File: src/rtl/seven_seg_pkg.sv
// Shared types and sizing helpers for the seven-segment scan controller.
// Contents:
//   scanState_t - scan FSM state (BLANK: all anodes off, SHOW: one digit lit)
//   cntWidth    - dwell/blank counter width from the two interval lengths
//   idxWidth    - digit index width from the digit count
package seven_seg_pkg;

  typedef enum logic {
    BLANK = 1'b0,
    SHOW  = 1'b1
  } scanState_t;

  // Width able to hold 0..max(dwell, blankCycles)-1, never less than one bit.
  function automatic int unsigned cntWidth(input int unsigned dwell,
                                           input int unsigned blankCycles);
    int unsigned longest;
    longest = (dwell > blankCycles) ? dwell : blankCycles;
    return (longest < 2) ? 1 : $clog2(longest);
  endfunction

  // Width able to hold digit indices 0..numDigits-1, never less than one bit.
  function automatic int unsigned idxWidth(input int unsigned numDigits);
    return (numDigits < 2) ? 1 : $clog2(numDigits);
  endfunction

endpackage

File: src/rtl/seven_seg_scan_ctrl.sv
// Time-multiplexed scan controller for NUM_DIGITS common-anode hex digits
// sharing one external hex-to-seven-segment decoder. Digits are lit in
// order 0..NUM_DIGITS-1 for DWELL clocks each, separated by BLANK_CYCLES
// clocks with every anode off. A loaded value is double buffered and only
// takes effect at the start of a frame, so a frame never mixes two values.
// Ports:
//   clk        - system clock
//   reset      - synchronous, active-high reset
//   load       - one-cycle strobe capturing value
//   value      - packed nibbles, nibble i = value[4i+3:4i], digit 0 rightmost
//   lz_blank   - 1 = suppress leading zeros (taken at each digit's SHOW entry)
//   dec_in     - nibble presented to the shared decoder (held during BLANK)
//   an_n       - active-low anode enables, at most one bit low
//   seg_blank  - 1 = force segments off
//   frame_done - one-cycle pulse on the first BLANK cycle after the last digit
module seven_seg_scan_ctrl
  import seven_seg_pkg::*;
#(
  parameter int unsigned NUM_DIGITS   = 4,
  parameter int unsigned DWELL        = 50000,
  parameter int unsigned BLANK_CYCLES = 500
) (
  input  logic                    clk,
  input  logic                    reset,
  input  logic                    load,
  input  logic [4*NUM_DIGITS-1:0] value,
  input  logic                    lz_blank,
  output logic [3:0]              dec_in,
  output logic [NUM_DIGITS-1:0]   an_n,
  output logic                    seg_blank,
  output logic                    frame_done
);

  localparam int unsigned CntW = cntWidth(DWELL, BLANK_CYCLES);
  localparam int unsigned IdxW = idxWidth(NUM_DIGITS);
  localparam int unsigned ValW = 4 * NUM_DIGITS;

  localparam logic [CntW-1:0] DwellLast = CntW'(DWELL - 1);
  localparam logic [CntW-1:0] BlankLast = CntW'(BLANK_CYCLES - 1);
  localparam logic [IdxW-1:0] IdxLast   = IdxW'(NUM_DIGITS - 1);

  scanState_t      state;
  logic [CntW-1:0] cnt;
  logic [IdxW-1:0] idx;
  logic [ValW-1:0] active;
  logic [ValW-1:0] pending;
  logic            pendV;

  logic                  blankDone;
  logic                  showDone;
  logic                  frameStart;
  logic [ValW-1:0]       entryActive;
  logic [NUM_DIGITS-1:0] zeroFrom;
  logic                  runZero;
  logic                  suppress;

  // Interval ends and the value that will be active once the next SHOW starts.
  // A load on the frame-start edge bypasses the pending buffer.
  always_comb begin
    blankDone   = (state == BLANK) && (cnt == BlankLast);
    showDone    = (state == SHOW) && (cnt == DwellLast);
    frameStart  = blankDone && (idx == '0);
    entryActive = active;
    if (frameStart) begin
      if (load) begin
        entryActive = value;
      end else if (pendV) begin
        entryActive = pending;
      end
    end
  end

  // zeroFrom[i] is set when nibbles i..NUM_DIGITS-1 of active are all zero.
  // Digit 0 is never suppressed, so the active swap at frame start can use
  // the current active value here.
  always_comb begin
    zeroFrom = '0;
    runZero  = 1'b1;
    for (int i = NUM_DIGITS - 1; i >= 0; i--) begin
      runZero     = runZero && (active[4*i +: 4] == 4'h0);
      zeroFrom[i] = runZero;
    end
    suppress = lz_blank && (idx != '0) && zeroFrom[idx];
  end

  // Scan FSM, double buffer and registered display outputs.
  always_ff @(posedge clk) begin
    if (reset) begin
      state      <= BLANK;
      cnt        <= '0;
      idx        <= '0;
      active     <= '0;
      pending    <= '0;
      pendV      <= 1'b0;
      an_n       <= '1;
      seg_blank  <= 1'b1;
      dec_in     <= 4'h0;
      frame_done <= 1'b0;
    end else begin
      frame_done <= 1'b0;

      if (frameStart) begin
        active <= entryActive;
        pendV  <= 1'b0;
      end else if (load) begin
        pending <= value;
        pendV   <= 1'b1;
      end

      case (state)
        BLANK: begin
          if (blankDone) begin
            state  <= SHOW;
            cnt    <= '0;
            dec_in <= entryActive[4*idx +: 4];
            if (suppress) begin
              an_n      <= '1;
              seg_blank <= 1'b1;
            end else begin
              an_n      <= ~(NUM_DIGITS'(1) << idx);
              seg_blank <= 1'b0;
            end
          end else begin
            cnt <= cnt + CntW'(1);
          end
        end
        SHOW: begin
          if (showDone) begin
            state     <= BLANK;
            cnt       <= '0;
            an_n      <= '1;
            seg_blank <= 1'b1;
            if (idx == IdxLast) begin
              idx        <= '0;
              frame_done <= 1'b1;
            end else begin
              idx <= idx + IdxW'(1);
            end
          end else begin
            cnt <= cnt + CntW'(1);
          end
        end
        default: begin
          state <= BLANK;
          cnt   <= '0;
        end
      endcase
    end
  end

endmodule

File: config.mk
export PLATFORM = sky130hd
export DESIGN_NAME = seven_seg_scan_ctrl
export DESIGN_NICKNAME = d
export VERILOG_FILES = /design/src/rtl/seven_seg_pkg.sv /design/src/rtl/seven_seg_scan_ctrl.sv
export SDC_FILE = /design/constraint.sdc
export NUM_CORES = 1
export LEC_CHECK = 0
export CORE_MARGIN = 2
export CORE_UTILIZATION = 45
export CTS_CLUSTER_DIAMETER = 200
export CTS_CLUSTER_SIZE = 20
export DETAILED_ROUTE_END_ITERATION = 16
export PLACE_DENSITY = 0.65
export SETUP_SLACK_MARGIN = 0.2
export SYNTH_ARGS = -nofsm -noshare
export SYNTH_HDL_FRONTEND = slang
export SYNTH_SLANG_ARGS = --single-unit
File: constraint.sdc
create_clock -name clk -period 3.1 [get_ports clk]
set_input_delay 0.31 -clock clk [delete_from_list [all_inputs] [get_ports clk]]
set_output_delay 0.31 -clock clk [all_outputs]
set_load 0.05 [all_outputs]
==> results.json, run 1 <==
{
  "h-tree-depth": 3,
  "rsz0062_at_grt": "false",
  "crit_path_top_delay_cell": "or4_4",
  "clock_latency_ns": 0.34,
  "period_share_pct": 84.82,
  "io_buffer_count": 29,
  "drv_cap": 0,
  "die_area_um2": 7454,
  "endpoint_kind": "flop",
  "track_usage_pct": 20.30,
  "setup_tns_ns": 0,
  "ant_nets": 0,
  "yosysSeqAreaShare_pct": 40.69,
  "cp_num_buf_inv": 1,
  "ff2ff_path_depth": 7,
  "rows": 30,
  "dp_hpwl_um": 4915,
  "multi_input_area_um2": 1673,
  "outcome": "completed",
  "drive_above_1_share_pct": 9.045,
  "grt_pass1_vias": 2472,
  "r2r_end": "pending[7]",
  "power_mw": 1.642,
  "root_buffer": "clkbuf_8",
  "tritoncts": "built",
  "fill_cells": 644,
  "synth_edf_count": 0,
  "firstDrtPassIters": 4,
  "ir_drop_uv": 206.6,
  "initial_core_util_pct": 45.66,
  "hold_path.class": "flop to flop",
  "slowest_delay_ns": 0.65,
  "holdCritStartpoint": "cnt[0]",
  "setup_viol": 0,
  "pin_count": 30,
  "fmax_mhz": 380.3,
  "cts_resized": 0,
  "synth-seq-cells": 62,
  "nets": 420,
  "cts.sinks": 62,
  "drv_slew": 0,
  "setup.worst_path.class": "flop to flop",
  "grt_max_degree": 48,
  "hold-worst-slack_ns": 0.4624,
  "grt_overflow_total": 0,
  "critPathLaunchType": "flop",
  "synthesis.area_um2": 3050,
  "first_iter_violations": 185,
  "placed_area_um2": 3421,
  "clk_path_buf_depth": 2,
  "synth_cells": 365,
  "die_w_um": 86.34,
  "grt_pass1_wl_um": 11870,
  "wire_per_inst_um": 14.79,
  "wl_um": 7072,
  "arrival_ns": 2.84,
  "ff2ff_setup_slack_ns": 0.47,
  "syn_nets": 391,
  "syn_to_final_growth_pct": 18.29,
  "routabilityCongestion": 0.8605,
  "min_to": "cnt[0]",
  "synthFlopType": "dfxtp_1",
  "register_area_um2": 1241,
  "drc_errors": 0,
  "clk_pin_slew_ns": 0.06,
  "cts_setup_buffers": 0,
  "dieHeight_um": 86.34,
  "holdPathStages": 1,
  "period_minus_slack_ns": 2.629,
  "maxSlewHeadroom_pct": 66.01,
  "worst_slew_pin_slew_ns": 0.5045,
  "p_leak_nw": 1.367,
  "ys_async_sr_fraction_pct": 0,
  "path_cells": "ha_1 -> or4bb_1 -> or4_4 -> o21ai_4 -> buf_4 -> mux2i_1 -> nor2_1",
  "synth_cell_type_count": 45,
  "design_area_um2": 3608,
  "place_ws_ns": 0.4836,
  "antenna_found_initial": 0,
  "core_area_um2": 6681,
  "antenna_cells": 0,
  "fin_skew_ns": 0.006991,
  "worst_slack_ns": 0.4705,
  "cts_buffers": 9,
  "synth_area_per_cell_um2": 8.357,
  "crit_family": "simple AND/OR/NAND/NOR gates",
  "worst_ep_required_time_ns": 3.31,
  "ctsHoldBuffers": 0,
  "viasPerCell": 5.634,
  "yosys_warnings": 0,
  "hold_viol": 0,
  "reg2reg_from": "cnt[0]",
  "power.density_nw_per_um2": 455.1,
  "crit_fanout": 16,
  "vias": 2693
}
## sequential cells by signal (all words and copies together), names as in the netlist
register / flops
dec_in: 4
state: 1
cnt: 16
active: 16
an_n: 4
seg_blank: 1
pendV: 1
pending: 16
frame_done: 1
idx: 2
## worst max path at each step
stage	startpoint	endpoint	slack (ns)	cells after the start
after floorplan	cnt[0]	pending[6]	0.71	7
after global placement	cnt[0]	pending[11]	0.55	7
after detailed placement	cnt[0]	pending[1]	0.48	7
after CTS	cnt[0]	pending[7]	0.46	7
after global routing	cnt[0]	pending[10]	0.31	7
final	cnt[0]	pending[7]	0.47	7
## cells in the mapped netlist (2+ instances only)
library cell / instances / area, um^2
mux2i_1: 19 / 190.2
a31oi_1: 4 / 25.02
nor2b_1: 3 / 18.77
inv_1: 9 / 33.78
ha_1: 6 / 75.07
o221ai_1: 3 / 26.28
nor3_1: 6 / 30.03
dfxtp_1: 62 / 1241
nand3b_1: 10 / 75.07
or4_4: 2 / 22.52
o21ai_0: 13 / 65.06
a211oi_1: 2 / 15.01
o21bai_1: 3 / 22.52
nor3b_1: 6 / 45.04
or4bb_1: 2 / 22.52
xor2_1: 7 / 61.31
nand2b_1: 2 / 12.51
and2_1: 2 / 12.51
xnor2_1: 7 / 61.31
nand3_1: 11 / 55.05
nand2_1: 30 / 112.6
nand4_1: 4 / 25.02
nor4_1: 7 / 43.79
o21a_1: 4 / 30.03
o2111ai_1: 2 / 17.52
buf_2: 4 / 20.02
a21oi_1: 23 / 115.1
clkinv_1: 2 / 7.510
o22ai_1: 5 / 31.28
clkbuf_1: 15 / 56.30
nor2_1: 62 / 232.7
a21o_1: 2 / 15.01
o221a_2: 5 / 56.30
a22oi_1: 10 / 75.07
## per-layer routing
layer	part of all wire (%)	global-route usage, %	up-vias
met3	4.7	4.381	18
met5	0	0	-
li1	-	-	1351
met2	45	29.79	62
met4	2.3	9.517	0
met1	48	28.37	1262
## through the flow
| step | utilization, % | std cells |
|---|---|---|
| finish | 54.01 | 478 |
| global route | 54.01 | 478 |
| CTS | 54.01 | 478 |
| detailed placement | 51.20 | 463 |
| global placement | 51.20 | 463 |
| floorplan | - | 365 |
## placed cells by master (no fill, tap or decap), types with 5 or more instances in the layout
cell type         n
xor2_1            7
nor2_1           62
nand2_1          30
nand3_1          11
inv_1             9
clkbuf_8         10
nand3b_1         10
ha_1              6
a22oi_1          10
o21ai_0          13
dfxtp_1          62
o221a_2           5
a21oi_1          23
xnor2_1           7
nor3_1            6
nor3b_1           6
nor4_1            6
buf_4            10
clkdlybuf4s50_1  29
o22ai_1           5
mux2i_1          19
## layout make-up
| cell class | count | share of cell area [%] |
|---|---|---|
| multi-input cells | 271 | 46.36 |
| flip-flops and latches | 62 | 34.40 |
| repair buffers | 39 | 10.12 |
| clock buffers | 10 | 3.814 |
| well taps | 80 | 2.774 |
| clock inverters | 5 | 1.387 |
| inverters | 11 | 1.144 |
## where the power goes
part	total, mW	internal, mW	leakage (nW)	switching [mW]
clock	0.693	0.383	0.102	0.310
combinational	0.123	0.0590	0.762	0.0641
sequential	0.826	0.813	0.504	0.0130
total	1.64	1.25	1.37	0.387
## logic make-up (layout without fill, tap and decap cells)
kind of cell / after synthesis / after routing / synth area share [%]
AO/OA/AOI/OAI: 79 / 79 / 17.27
AND/OR/NAND/NOR: 153 / 153 / 24.65
buffers and inverters: 32 / 65 / 4.676
multiplexers: 19 / 19 / 6.235
flip-flops: 62 / 62 / 40.69
XOR/XNOR: 14 / 14 / 4.020
adder cells (fa/ha/maj): 6 / 6 / 2.461
Power figures use the tool's default switching activity.
==> inputs of run 2 (changes only) <==
--- a/config.mk
+++ b/config.mk
@@ -10,7 +10,7 @@
 export CTS_CLUSTER_DIAMETER = 200
 export CTS_CLUSTER_SIZE = 20
 export DETAILED_ROUTE_END_ITERATION = 16
-export PLACE_DENSITY = 0.65
+export PLACE_DENSITY = 0.68
 export SETUP_SLACK_MARGIN = 0.2
 export SYNTH_ARGS = -nofsm -noshare
 export SYNTH_HDL_FRONTEND = slang
==> constraint.sdc (replaced) <==
create_clock -name clk -period 2.3 [get_ports clk]
set_input_delay 0.23 -clock clk [delete_from_list [all_inputs] [get_ports clk]]
set_output_delay 0.23 -clock clk [all_outputs]
set_load 0.05 [all_outputs]
==> run 2 against run 1 <==
Non-clock buffer count increased by 25. Clock skew decreased by 0.0031 ns. Clock-buffer cell count increased by 2. Sequential power increased by 36%. Setup slack got worse by 0.41 ns. Largest cell class unchanged. Sequential cell count unchanged. Critical path depth unchanged. First-iteration DRC count increased by 1.1%.
==> results.json, run 2 (synthesized netlist as in run 1, its figures left out) <==
{
  "outcome": "completed",
  "drv_cap": 0,
  "die_w_um": 86.34,
  "hold_viol": 0,
  "grt_overflow_total": 0,
  "clk_pin_slew_ns": 0.06,
  "worst_slew_pin_slew_ns": 0.5406,
  "power_mw": 2.198,
  "place_inst": 477,
  "top_regs": "active (16), cnt (16), pending (16)",
  "nets": 445,
  "holdCritStartpoint": "seg_blank",
  "path_cells": "or4_4 -> or4_4 -> o21ai_4 -> buf_6 -> buf_12 -> mux2i_1 -> nor2_1",
  "rows": 30,
  "setup.worst_path.class": "flop to flop",
  "tritoncts": "built",
  "root_buffer": "clkbuf_8",
  "pwr-share-clk_pct": 40.1,
  "setup_viol": 0,
  "power.density_nw_per_um2": 550.1,
  "maxSlewHeadroom_pct": 63.91,
  "ff2ff_path_depth": 7,
  "pin_count": 30,
  "final_common_cell": "nor2_1",
  "antenna_cells": 0,
  "holdPathStages": 2,
  "ir_drop_uv": 281.6,
  "clock_latency_ns": 0.34,
  "track_usage_pct": 21.44,
  "clk_path_buf_depth": 2,
  "cp_common_cell": "or4_4",
  "hold-worst-slack_ns": 0.4964,
  "dp_hpwl_um": 5138,
  "grt_pass1_vias": 2684,
  "r2r_end": "pending[6]",
  "period_share_pct": 97.58,
  "endpoint_kind": "flop",
  "vias": 2806,
  "cts.sinks": 62,
  "place_ws_ns": 0.01547,
  "crit_fanout": 8,
  "crit_path_top_delay_cell": "or4_4",
  "cts_buffers": 9,
  "power.share.sequential_pct": 50.8,
  "critPathLaunchType": "flop",
  "wire_per_inst_um": 14.82,
  "first_iter_violations": 187,
  "drc_errors": 0,
  "viasPerCell": 5.567,
  "drv_slew": 0,
  "arrival_ns": 2.47,
  "fin_skew_ns": 0.003886,
  "wl_um": 7468,
  "period_minus_slack_ns": 2.244,
  "grt_max_degree": 32,
  "p_switching_uw": 527.7,
  "slowest_delay_ns": 0.60,
  "crit_family": "simple AND/OR/NAND/NOR gates",
  "syn_to_final_growth_pct": 31.01,
  "core_area_um2": 6681,
  "h-tree-depth": 3,
  "most-common-layout-cells": "nor2_1 (62), dfxtp_1 (58), clkdlybuf4s50_1 (29)",
  "design_area_um2": 3996,
  "final_cells": 504,
  "initial_core_util_pct": 45.66,
  "die_area_um2": 7454,
  "p_comb_share_pct": 9.1,
  "swShare_pct": 24.00,
  "ff2ff_setup_slack_ns": 0.06,
  "routabilityCongestion": 0.9448,
  "dieHeight_um": 86.34,
  "fmax_mhz": 445.6,
  "p_leak_nw": 1.530,
  "io_buffer_count": 29,
  "cp_num_buf_inv": 2,
  "ant_nets": 0,
  "p_int_mw": 1.671,
  "worst_ep_required_time_ns": 2.52,
  "hold_path.class": "flop to flop",
  "grt_pass1_wl_um": 12590,
  "reg2reg_from": "cnt[13]",
  "antenna_found_initial": 0,
  "placed_area_um2": 3543,
  "min_to": "seg_blank",
  "worst_slack_ns": 0.05574,
  "firstDrtPassIters": 4,
  "rsz0062_at_grt": "true",
  "drive_above_1_share_pct": 22.17
}
run 2: changes by cell type in the layout (fill, tap and decap cells not counted), moves of 3 or more:
| cell | before | now |
|---|---|---|
| o22ai_2 | 0 | 5 |
| o221ai_2 | 0 | 3 |
| buf_6 | 0 | 5 |
| o22ai_1 | 5 | 0 |
| buf_4 | 10 | 28 |
| dfxtp_1 | 62 | 58 |
| a22oi_1 | 10 | 5 |
| o221ai_1 | 3 | 0 |
| a22oi_2 | 0 | 5 |
| dfxtp_2 | 0 | 4 |
run 2: how the worst max path moves through the flow:
| stage | start | end | slack (ns) | depth (start not counted) |
|---|---|---|---|---|
| floorplan | cnt[13] | pending[6] | 0.05 | 6 |
| global placement | cnt[1] | pending[12] | 0.07 | 7 |
| detailed placement | cnt[1] | pending[6] | 0.02 | 7 |
| CTS | cnt[13] | pending[6] | 0.05 | 7 |
| global route | cnt[15] | pending[8] | -0.02 | 7 |
| finish | cnt[13] | pending[6] | 0.06 | 7 |
run 2: repair_timing:
action | in CTS | in global routing
gates resized for setup | 18 | 25
setup buffers | 8 | 2
pin swaps | 6 | 9
setup endpoints to repair | 29 | 58
hold buffers | 0 | 0
gates cloned | 1 | 0
run 2: area by class of cell:
| type | instances | area (um^2) |
|---|---|---|
| Clock buffer | 12 | 165.2 |
| Clock inverter | 4 | 20.02 |
| Inverter | 11 | 41.29 |
| Tap cell | 80 | 100.1 |
| Multi-Input combinational cell | 271 | 1819 |
| Fill cell | 587 | 2685 |
| Sequential cell | 62 | 1246 |
| Timing Repair Buffer | 64 | 604.3 |
run 2: worst reg2reg max path, delay by kind of cell (launching register included):
family	cells	cell delay, ns
AOI/OAI and AO/OA	1	0.19
muxes	1	0.18
buffers and inverters	2	0.25
DFF	1	0.32
and+or+nand+nor	3	1.19
run 2: power by group through the flow:
stage                     Sequential, mW  Combinational (mW)  Clock (mW)
after CTS                           1.11               0.192       0.903
after floorplan                     1.13               0.110           0
after global placement              1.14               0.172           0
final                               1.12               0.200       0.881
after detailed placement            1.14               0.175           0
after global routing                1.12               0.221       0.951
run 2: metal layers:
metal  up-vias  GRT usage, %  wire length (um)
met4         0         8.807               195
met3        19         5.429               295
li1       1405             -                 -
met1      1315         28.73              3544
met5         -             0                 0
met2        67         32.94              3432
run 2: stage by stage:
stage	util, %	TNS (ns)
finish	59.81	0
detailed placement	53.03	0
floorplan	-	0
global placement	53.03	0
CTS	58.09	0
global route	59.81	-0.08654
==> inputs of run 3 (changes only) <==
--- a/config.mk
+++ b/config.mk
@@ -10,8 +10,10 @@
 export CTS_CLUSTER_DIAMETER = 200
 export CTS_CLUSTER_SIZE = 20
 export DETAILED_ROUTE_END_ITERATION = 16
-export PLACE_DENSITY = 0.68
+export GPL_TIMING_DRIVEN = 0
+export PLACE_DENSITY = 0.65
 export SETUP_SLACK_MARGIN = 0.2
+export SKIP_CTS_REPAIR_TIMING = 1
 export SYNTH_ARGS = -nofsm -noshare
 export SYNTH_HDL_FRONTEND = slang
 export SYNTH_SLANG_ARGS = --single-unit
==> constraint.sdc (replaced) <==
create_clock -name clk -period 2.4 [get_ports clk]
set_input_delay 0.24 -clock clk [delete_from_list [all_inputs] [get_ports clk]]
set_output_delay 0.24 -clock clk [all_outputs]
set_load 0.05 [all_outputs]
==> run 3 against run 2 <==
The run now ends with negative setup slack left. Clock-buffer cell count fell by 3. Core utilization fell by 1.3 points. Design area fell by 2.2%. Setup slack got worse by 0.074 ns. Sequential cell count did not move. Via count rose by 0.89%. First-iteration DRC count rose by 26%. Non-clock buffer count rose by 1. Clock skew rose by 0.0068 ns. Register-to-register slack got worse by 0.07 ns. Hold slack got worse by 0.0074 ns. Largest cell class unchanged. Largest power group unchanged. Highest routed layer unchanged.
==> results.json, run 3 (synthesized netlist as in run 1, its figures left out) <==
{
  "top_regs": "active (16), cnt (16), pending (16)",
  "rows": 30,
  "fmax_mhz": 413.6,
  "wl_um": 7803,
  "worst_slack_ns": -0.01777,
  "die_area_um2": 7454,
  "nets": 446,
  "grtUsageMet1_pct": 28.31,
  "ff2ff_path_depth": 7,
  "p_leak_nw": 1.467,
  "io_buffer_count": 29,
  "drc_errors": 0,
  "first_iter_violations": 236,
  "hold_path.class": "flop to flop",
  "track_usage_pct": 20.93,
  "crit_start": "cnt[0]",
  "antenna_found_initial": 0,
  "initial_core_util_pct": 45.66,
  "power.density_nw_per_um2": 552.1,
  "fin_skew_ns": 0.01066,
  "p_switching_uw": 540.0,
  "reg2reg_from": "cnt[0]",
  "pwr-share-clk_pct": 42.1,
  "crit_fanout": 8,
  "tritoncts": "built",
  "endpoint_kind": "flop",
  "setup_tns_ns": -0.01971,
  "core_area_um2": 6681,
  "vias": 2831,
  "grtUsageMet3_pct": 4.571,
  "hold_viol": 0,
  "placed_area_um2": 3446,
  "period_share_pct": 100.7,
  "grt_use_met2_pct": 32.24,
  "violations": "negative setup slack",
  "rsz0062_at_grt": "true",
  "dieHeight_um": 86.34,
  "ff2ff_setup_slack_ns": -0.02,
  "cts.sinks": 62,
  "antenna_cells": 0,
  "swShare_pct": 25.02,
  "setup_viol": 2,
  "grt_pass1_vias": 2552,
  "ir_drop_uv": 286.9,
  "h-tree-depth": 3,
  "root_buffer": "clkbuf_8",
  "p_comb_share_pct": 8.6,
  "period_minus_slack_ns": 2.418,
  "die_w_um": 86.34,
  "worst_ep_required_time_ns": 2.63,
  "syn_to_final_growth_pct": 28.14,
  "grt_max_degree": 13,
  "viasPerCell": 5.606,
  "endpoint": "dec_in[3]",
  "worst_slew_pin_slew_ns": 0.5857,
  "dp_hpwl_um": 5494,
  "most-common-layout-cells": "nor2_1 (61), dfxtp_1 (57), nand2_1 (29), clkdlybuf4s50_1 (29), mux2i_1 (18)",
  "clk_path_buf_depth": 2,
  "final_common_cell": "nor2_1",
  "power.share.sequential_pct": 49.4,
  "grt.busiest_layer": "met2",
  "pin_count": 30,
  "maxSlewHeadroom_pct": 60.95,
  "p_int_mw": 1.618,
  "wire_per_inst_um": 15.45,
  "cts_buffers": 9,
  "arrival_ns": 2.65,
  "drv_slew": 0,
  "outcome": "finished, violations left",
  "firstDrtPassIters": 5,
  "drv_cap": 0,
  "setup.worst_path.class": "flop to flop",
  "grt_overflow_total": 0,
  "clock_latency_ns": 0.34,
  "design_area_um2": 3909,
  "r2r_end": "dec_in[3]",
  "clk_pin_slew_ns": 0.07,
  "critPathLaunchType": "flop",
  "grt_pass1_wl_um": 12300,
  "ant_nets": 0,
  "drive_above_1_share_pct": 17.88,
  "routabilityCongestion": 0.9739
}
run 3: changes by cell type in the layout (fill, tap and decap cells not counted), moves of 4 or more:
cell        change
o22ai_1         +5
buf_4          -16
a21oi_1         -5
o22ai_2         -5
clkbuf_1       +10
a21oi_2         +5
clkinvlp_4      +4
run 3: power groups by stage:
stage	logic, mW	registers [mW]	clock network [mW]
after floorplan	0.106	1.08	0
after global placement	0.170	1.09	0
after detailed placement	0.172	1.09	0
after CTS	0.173	1.06	0.924
after global routing	0.202	1.07	0.976
final	0.185	1.07	0.908
run 3: critical path, stage by stage (launching register included):
cell and delay, ns:
dfxtp_4 0.37, ha_4 0.14, or4bb_4 0.48, or4_4 0.61, buf_8 0.17, o2111ai_2 0.15
nand4_1 0.17, o21a_1 0.21
run 3: how the worst min path moves through the flow:
stage | startpoint | end | slack [ns] | cells past startpoint
after detailed placement | cnt[0] | cnt[0] | 0.46 | 1
final | seg_blank | seg_blank | 0.49 | 2
after floorplan | value[0] | pending[0] | 0.38 | 2
after global routing | seg_blank | seg_blank | 0.51 | 2
after global placement | cnt[0] | cnt[0] | 0.44 | 1
after CTS | cnt[0] | cnt[0] | 0.48 | 1
run 3: layout make-up:
cell class                 count  area (um^2)
fill                         600         2773
clock buffer                   9        123.9
multi-input combinational    271         1754
clock inverter                 7        72.57
sequential                    62         1252
buffer                        21        138.9
timing repair buffer          44        417.9
inverter                      11        48.80
tap                           80        100.1
run 3: per-stage QoR:
| stage | hold slack, ns | total power, mW | std cells | worst slack (ns) | util (%) |
|---|---|---|---|---|---|
| 2_1_floorplan | 0.3839 | 1.189 | 365 | 0.1510 | - |
| 3_3_place_gp | 0.4445 | 1.257 | 474 | -0.2331 | 51.57 |
| 3_5_place_dp | 0.4600 | 1.260 | 474 | -0.2602 | 51.57 |
| 4_1_cts | 0.4780 | 2.161 | 490 | -0.3018 | 54.51 |
| 5_1_grt | 0.5111 | 2.246 | 505 | -0.08410 | 58.50 |
| 6_report | 0.4889 | 2.158 | 505 | -0.01777 | 58.50 |
run 3: per-layer routing:
metal / routed length, um / vias up / part of all wire [%]
li1: - / 1404 / -
met1: 3585 / 1316 / 46
met2: 3584 / 88 / 46
met3: 433 / 23 / 5.5
met4: 199 / 0 / 2.6
met5: 0 / - / 0
